File: config.mk
export PLATFORM = sky130hd
export DESIGN_NAME = bus_arbiter_sched
export DESIGN_NICKNAME = d
export VERILOG_FILES = /design/src/rtl/bus_arbiter_sched.sv
export SDC_FILE = /design/constraint.sdc
export NUM_CORES = 1
export LEC_CHECK = 0
export ABC_AREA = 1
export ABC_CLOCK_PERIOD_IN_PS = 1410
export BUFFER_PORTS_ARGS = -buffer_cell sky130_fd_sc_hd__buf_2
export CORE_UTILIZATION = 35
export DETAILED_ROUTE_END_ITERATION = 10
export PLACE_DENSITY = 0.57
export REMOVE_ABC_BUFFERS = 1
export SLEW_MARGIN = 20
export SYNTH_ARGS = -nofsm -noshare
export SYNTH_HDL_FRONTEND = slang
export SYNTH_SLANG_ARGS = --single-unit
File: constraint.sdc
create_clock -name clk -period 1.41 [get_ports clk]
set_input_delay 0.282 -clock clk [delete_from_list [all_inputs] [get_ports clk]]
set_output_delay 0.282 -clock clk [all_outputs]
set_load 0.05 [all_outputs]
File: src/rtl/bus_arbiter_sched.sv
// Two-master (IFU/LSU) shared-bus arbiter with grant lock, timeout abort and an
// optional IFU anti-starvation guard enabled by defining ARB_STARVE_GUARD_EN.
module bus_arbiter_sched #(
   parameter int STARVE_LIMIT   = 4,
   parameter int TIMEOUT_CYCLES = 1023,
   parameter int TO_W           = 10
) (
   input  logic clk,
   input  logic rst,
   input  logic ifu_req,
   input  logic lsu_req,
   input  logic s_arvalid,
   input  logic s_arready,
   input  logic s_awvalid,
   input  logic s_awready,
   input  logic s_rvalid,
   input  logic s_rready,
   input  logic s_bvalid,
   input  logic s_bready,
   output logic ifu_gnt,
   output logic lsu_gnt,
   output logic bus_sel,
   output logic bus_busy,
   output logic timeout_err
);

   typedef enum logic [1:0] {IDLE = 2'd0, ADDR = 2'd1, RESP = 2'd2} state_t;

   state_t          state;
   logic [TO_W-1:0] to_cnt;
   logic            addr_hs;
   logic            resp_hs;
   logic            owner_req;
   logic            timeout_hit;
   logic            done;
   logic            abort_to;
   logic            abandon;
   logic            pick_lsu;

   assign addr_hs     = (s_arvalid & s_arready) | (s_awvalid & s_awready);
   assign resp_hs     = (s_rvalid & s_rready) | (s_bvalid & s_bready);
   assign owner_req   = bus_sel ? lsu_req : ifu_req;
   assign timeout_hit = (to_cnt >= TO_W'(TIMEOUT_CYCLES - 1));

   // Completion outranks the timeout; an address handshake alone does not.
   assign done     = ((state == ADDR) && addr_hs && resp_hs) || ((state == RESP) && resp_hs);
   assign abort_to = (state != IDLE) && !done && timeout_hit;
   assign abandon  = (state == ADDR) && !addr_hs && !owner_req && !abort_to;

`ifdef ARB_STARVE_GUARD_EN
   localparam int SC_W = $clog2(STARVE_LIMIT + 1);

   logic [SC_W-1:0] starve_cnt;
   logic            lsu_over_ifu;

   assign pick_lsu = lsu_req && !(ifu_req && (starve_cnt == SC_W'(STARVE_LIMIT)));

   // Counts only LSU transactions that completed while IFU was kept waiting.
   always_ff @(posedge clk) begin
      if (rst) begin
         starve_cnt   <= '0;
         lsu_over_ifu <= 1'b0;
      end else if (state == IDLE) begin
         if (!ifu_req || !pick_lsu) starve_cnt <= '0;
         lsu_over_ifu <= pick_lsu && ifu_req;
      end else if (done && lsu_gnt && lsu_over_ifu) begin
         starve_cnt <= starve_cnt + SC_W'(1);
      end
   end
`else
   assign pick_lsu = lsu_req;
`endif

   // NOTE: state and outputs are updated only with <= so every read in this block sees pre-edge values.
   always_ff @(posedge clk) begin
      if (rst) begin
         state       <= IDLE;
         to_cnt      <= '0;
         ifu_gnt     <= 1'b0;
         lsu_gnt     <= 1'b0;
         bus_sel     <= 1'b0;
         bus_busy    <= 1'b0;
         timeout_err <= 1'b0;
      end else begin
         timeout_err <= 1'b0;
         if (state != IDLE) to_cnt <= to_cnt + TO_W'(1);

         if (done || abort_to || abandon) begin
            state       <= IDLE;
            ifu_gnt     <= 1'b0;
            lsu_gnt     <= 1'b0;
            bus_busy    <= 1'b0;
            timeout_err <= abort_to;
         end else begin
            case (state)
               IDLE: begin
                  if (ifu_req || lsu_req) begin
                     state    <= ADDR;
                     to_cnt   <= '0;
                     bus_sel  <= pick_lsu;
                     lsu_gnt  <= pick_lsu;
                     ifu_gnt  <= !pick_lsu;
                     bus_busy <= 1'b1;
                  end
               end
               ADDR: begin
                  if (addr_hs) state <= RESP;
               end
               RESP: begin
                  state <= RESP;
               end
               default: state <= IDLE;
            endcase
         end
      end
   end

endmodule

# Word-level counts from Yosys, hierarchy flattened
# Cells that the tools add are included.
dict set report classes {
  add_sub_neg 1
  n_lt_le_gt_ge 1
  eq_ne 4
  mux 8
  bitwise 7
  n_reduce_logical 24
}
# operator n
set op_table {}
lappend op_table {{2-to-1 mux 10 bit} 4}
lappend op_table {{adder 10 x 1 -> 10 bit, second input constant} 1}
lappend op_table {{>= comparator 10 bit, second input constant} 1}
lappend op_table {{logical AND 1 bit} 8}
lappend op_table {{one-hot mux 2 bit (3 select lines)} 1}
lappend op_table {{logical NOT 1 bit} 5}
lappend op_table {{bitwise AND 1 bit} 4}
lappend op_table {{logical OR 1 bit} 4}
lappend op_table {{2-to-1 mux 2 bit} 2}
lappend op_table {{inequality test 2 bit, second input constant} 2}
lappend op_table {{AND reduction 2 bit} 2}
lappend op_table {{OR reduction 2 bit} 2}
lappend op_table {{AND reduction 3 bit} 1}
lappend op_table {{equality test 2 x 1 -> 1 bit, second input constant} 1}
lappend op_table {{equality test 2 bit, second input constant} 1}
lappend op_table {{logical NOT 2 bit} 1}
lappend op_table {{OR 1 bit} 2}
lappend op_table {{nonzero test 2 bit} 1}
lappend op_table {{2-to-1 mux 1 bit} 1}
lappend op_table {{NOT 1 bit} 1}
dict set report totals {
  ff_bits 17
  input_bits 12
  out_inout_bits 5
  elab_cells 52
}

# Longest topological paths before layout
dict set report depth {
  word_depth 13
  mapped_depth 10
  depth_no_buf 10
}

# Worst setup path after synthesis
# OpenSTA, ideal clock, no wires.
dict set report synth_timing {
  path_kind {flip-flop to flip-flop}
  from {register bus_sel}
  to {register bus_sel}
  setup_ns 0.109
  t_arrival_ns 1.305
  required_time_ns 1.301
  setup_slack_ns -0.004
  path_stages_with_launch 8
  path_buffers 0
  synth_period_minus_slack_ns 1.414
  path_cell_list {dfxtp_1 o21ai_1 nand2_2 nand2_2 nor2_2 nand3_1 nand2_1 nor2_2}
}
dict set report synth_between {
  elab_chain_len 7
}
# element line_no
set synth_lines {}
lappend synth_lines {{start, declared} 22} ;# output logic bus_sel,
lappend synth_lines {{start signal, assigned} 100} ;# bus_sel <= pick_lsu;
lappend synth_lines {{2-to-1 mux 1 bit} 42} ;# assign owner_req = bus_sel ? lsu_req : ifu_req;
lappend synth_lines {{logical NOT 1 bit} 48} ;# assign abandon = (state == ADDR) && !addr_hs && !owner_req && !abort_to;
lappend synth_lines {{logical AND 1 bit (2 in series)} 48}
lappend synth_lines {{logical OR 1 bit} 88} ;# if (done || abort_to || abandon) begin
lappend synth_lines {{NOT 1 bit (no source line)} n/a}
lappend synth_lines {{AND reduction 3 bit (no source line)} n/a}
# Every way passes these cells.
# A chain may end at the register's enable or synchronous reset.

# Worst setup path in the final report
dict set report layout_timing {
  from {register state[1]}
  to {register to_cnt[3]}
}
dict set report layout_between {
  elab_chain_len 11
  word_cells_on_any_way 21
  cone_classes {2 x eq/ne; 4 x mux; 15 x reduce/logical}
}
# element line_no
set layout_lines {}
lappend layout_lines {{start, declared} 29} ;# state_t state;
lappend layout_lines {{start signal, assigned} 77} ;# state <= IDLE;
lappend layout_lines {{start signal, assigned} 89} ;# state <= IDLE;
lappend layout_lines {{start signal, assigned} 98} ;# state <= ADDR;
lappend layout_lines {{equality test 2 x 1 -> 1 bit} {46, 48}}
lappend layout_lines {{logical AND 1 bit (2 in series)} 46} ;# assign done = ((state == ADDR) && addr_hs && resp_hs) || ((state == RESP) && resp_hs);
lappend layout_lines {{logical OR 1 bit} 46}
lappend layout_lines {{logical NOT 1 bit} 47} ;# assign abort_to = (state != IDLE) && !done && timeout_hit;
lappend layout_lines {{logical AND 1 bit (2 in series)} 47}
lappend layout_lines {{logical NOT 1 bit} 48}
lappend layout_lines {{logical AND 1 bit} 48}
lappend layout_lines {{logical OR 1 bit} 88}
lappend layout_lines {{2-to-1 mux 10 bit *} 88}
lappend layout_lines {{end signal, assigned} 86} ;# if (state != IDLE) to_cnt <= to_cnt + TO_W'(1);
lappend layout_lines {{end, declared} 30} ;# logic [TO_W-1:0] to_cnt;
# Mark *: on every way between the ends. The rest lies on a longest branch, timed or not.

==> results.sh <==
export IMPL_die_area_um2=3282
export IMPL_wire_per_inst_um=11.32
export IMPL_rr_worst_depth=6
export IMPL_clockBufferDepth=2
export IMPL_first_iter_violations=28
export IMPL_num_rows=19
export IMPL_max_clock_freq_mhz=725.0
export IMPL_crit_end="to_cnt[3]"
export IMPL_synth_seq_cells=17
export IMPL_grt_first_pass_wirelength_um=4305
export IMPL_synthMuxAreaShare_pct=0
export IMPL_place_gp_congestion=0.8275
export IMPL_dieHeight_um=57.29
export IMPL_min_delay_start="rst"
export IMPL_layout_commonest_cell="nand2_1"
export IMPL_avgSynthCellArea_um2=7.038
export IMPL_status="finished, final reports clean"
export IMPL_synthArstFlopShare_pct=0
export IMPL_yosysUniqueCellTypes=26
export IMPL_crit_fanout=5
export IMPL_core_area_um2=2829
export IMPL_wl_um=2490
export IMPL_post_route_min_period_ps=1379
export IMPL_grt_start_max_net_pins=10
export IMPL_critPathTopFamily="flip-flops"
export IMPL_worstSetupPathType="flip-flop to flip-flop"
export IMPL_p_per_area_nw_per_um2=1718
export IMPL_syn_area_um2=1070
export IMPL_final_cell_mix="nand2_1 (39), buf_2 (16), inv_1 (15)"
export IMPL_crit_start="state[1]"
export IMPL_grtUsageTotal_pct=17.02
export IMPL_worstSetupStartpointType="flip-flop"
export IMPL_synthSimpleGateAreaFrac_pct=40.00
export IMPL_pin_count=17
export IMPL_finalSetupViolCount=0
export IMPL_grt_setup_unrepaired="yes"
export IMPL_vias=1027
export IMPL_endpoint_kind="flip-flop"
export IMPL_area_growth_pct=37.66
export IMPL_worstReg2RegStart="state[1]"
export IMPL_vias_per_cell=4.668
export IMPL_cts_sinks=17
export IMPL_start_util_pct=37.82
export IMPL_critPathMaxStageDelay_ps=370
export IMPL_worst_pin_slew_ps=310.8
export IMPL_cts_hold_buffers=0
export IMPL_rrSetupSlack_ps=30
export IMPL_grt_pass1_vias=983
export IMPL_clock_root_buffer="clkbuf_4"
export IMPL_crit_slowest_cell="dfxtp_2"
export IMPL_yosysSeqAreaShare_pct=31.81
export IMPL_cp_cell_sequence="inv_4 -> ha_4 -> nor3_2 -> xor2_1 -> o21ai_0 -> o21ai_2"
export IMPL_synth_adder_area_share_pct=5.848
export IMPL_p_leak_nw=0.6887
export IMPL_setup_tns_ps=0
export IMPL_hold_viol_final=0
export IMPL_clk_pin_slew_worst_paths_ps=100
export IMPL_slew_limit_headroom_pct=79.23
export IMPL_design_area_um2=1473
export IMPL_cp_data_arrival_time_ps=1620
export IMPL_final_net_count=207
export IMPL_drcViolationCount=0
export IMPL_rr_endpoint="to_cnt[3]"
export IMPL_slew_viol_final=0
export IMPL_cts_max_level=1
export IMPL_worst_path_stages=6
export IMPL_first_pass_iters=4
export IMPL_clk_latency_ps=290
export IMPL_synth_compound_area_share_pct=9.942
export IMPL_synth_edf_count=0
export IMPL_drv_cap=0
export IMPL_drive_gt1_share_pct=41.80
export IMPL_dpl_instance_area_um2=1310
export IMPL_die_w_um=57.29
export IMPL_synth_ff_type="dfxtp_1"
export IMPL_path_buf_inv=1
export IMPL_synth_xor_xnor_area_share_pct=3.275
export IMPL_timing_final_crit_share_pct=97.82
export IMPL_diodes=0
export IMPL_grt_ovfl_total=0
export IMPL_ant_nets=0
export IMPL_antenna_found_initial=0
export IMPL_cts_tree="yes"
export IMPL_crit_required_ps=1650
export IMPL_synthCells=152
export IMPL_ys_warnings_count=0
export IMPL_numPortBuffers=16
export IMPL_ir_drop_mv=1.499
export IMPL_synth_top_family_by_area="simple AND/OR/NAND/NOR gates"
export IMPL_hold_path_class="input port to flip-flop"
export IMPL_cts_buffers=3
export IMPL_post_dp_hpwl_um=1947
export IMPL_fin_skew_ps=4.572
[logic make-up after synthesis]
group	after synthesis
simple gates	83
buf+inv	24
compound gates	19
flops	17
fa+ha+maj	5
xor+xnor	4
[synthesized netlist by cell type (all sizes together), types with 2 or more instances]
cell type | instances | area, um2
ha | 5 | 62.56
nand4 | 2 | 27.53
nand2 | 48 | 192.7
nor3 | 3 | 20.02
inv | 23 | 86.33
nand3 | 8 | 45.04
o211ai | 2 | 15.01
o21ai | 11 | 55.05
dfxtp | 17 | 340.3
xor2 | 3 | 26.28
a21oi | 4 | 20.02
nor2 | 21 | 130.1
[state kept, by name (all words and copies together), names as in the netlist]
| register | count |
|---|---|
| to_cnt | 10 |
| state | 2 |
| bus_busy | 1 |
| bus_sel | 1 |
| ifu_gnt | 1 |
| lsu_gnt | 1 |
| timeout_err | 1 |
[cell type report]
class / count / area (um2)
tap: 31 / 38.79
clock buffer: 4 / 26.28
fill: 273 / 1356
timing repair buffer: 34 / 239.0
multi-input combinational: 111 / 729.5
inverter: 23 / 93.84
sequential: 17 / 345.3
[tightest hold or removal path, stage by stage]
cell and delay (ps):
buf_2 150, a211oi_1 70, nand2_1 60, inv_1 30
[how the worst min path moves through the flow]
stage,end,slack (ps),cells after the start
finish,to_cnt[1],320,4
floorplan,lsu_gnt,430,2
global placement,lsu_gnt,470,2
CTS,to_cnt[1],320,4
detailed placement,bus_busy,490,2
global route,lsu_gnt,320,3
[through the flow]
step / power (mW) / setup slack, ps / hold WS, ps / cells / util (%)
after detailed placement: 2.036 / -82.18 / 485.7 / 214 / 46.31
after CTS: 2.404 / -4.641 / 322.0 / 219 / 49.18
final: 2.530 / 30.70 / 324.5 / 220 / 52.06
after floorplan: 1.499 / -107.1 / 434.2 / 151 / -
after global placement: 2.018 / -50.61 / 469.6 / 214 / 46.31
after global routing: 2.716 / -68.33 / 320.1 / 220 / 52.06
[power by group]
group | total [mW] | switching [mW] | internal (mW)
Combinational | 1.58 | 0.891 | 0.688
Clock | 0.268 | 0.158 | 0.110
Sequential | 0.683 | 0.0844 | 0.599
[metal layers]
layer	vias to the layer above	GRT usage [%]	wire (um)
met5	-	0	0
li1	554	-	-
met3	2	4.762	74
met1	460	21.91	1185
met2	11	28.74	1212
met4	0	3.136	17
[what timing repair did]
action,in CTS,in global routing
setup buffers,1,1
hold endpoints to repair,0,0
resized for setup,16,20
pin swaps,5,11
endpoints found under the setup margin,16,16
No activity file was read; power rests on OpenSTA's default activity.
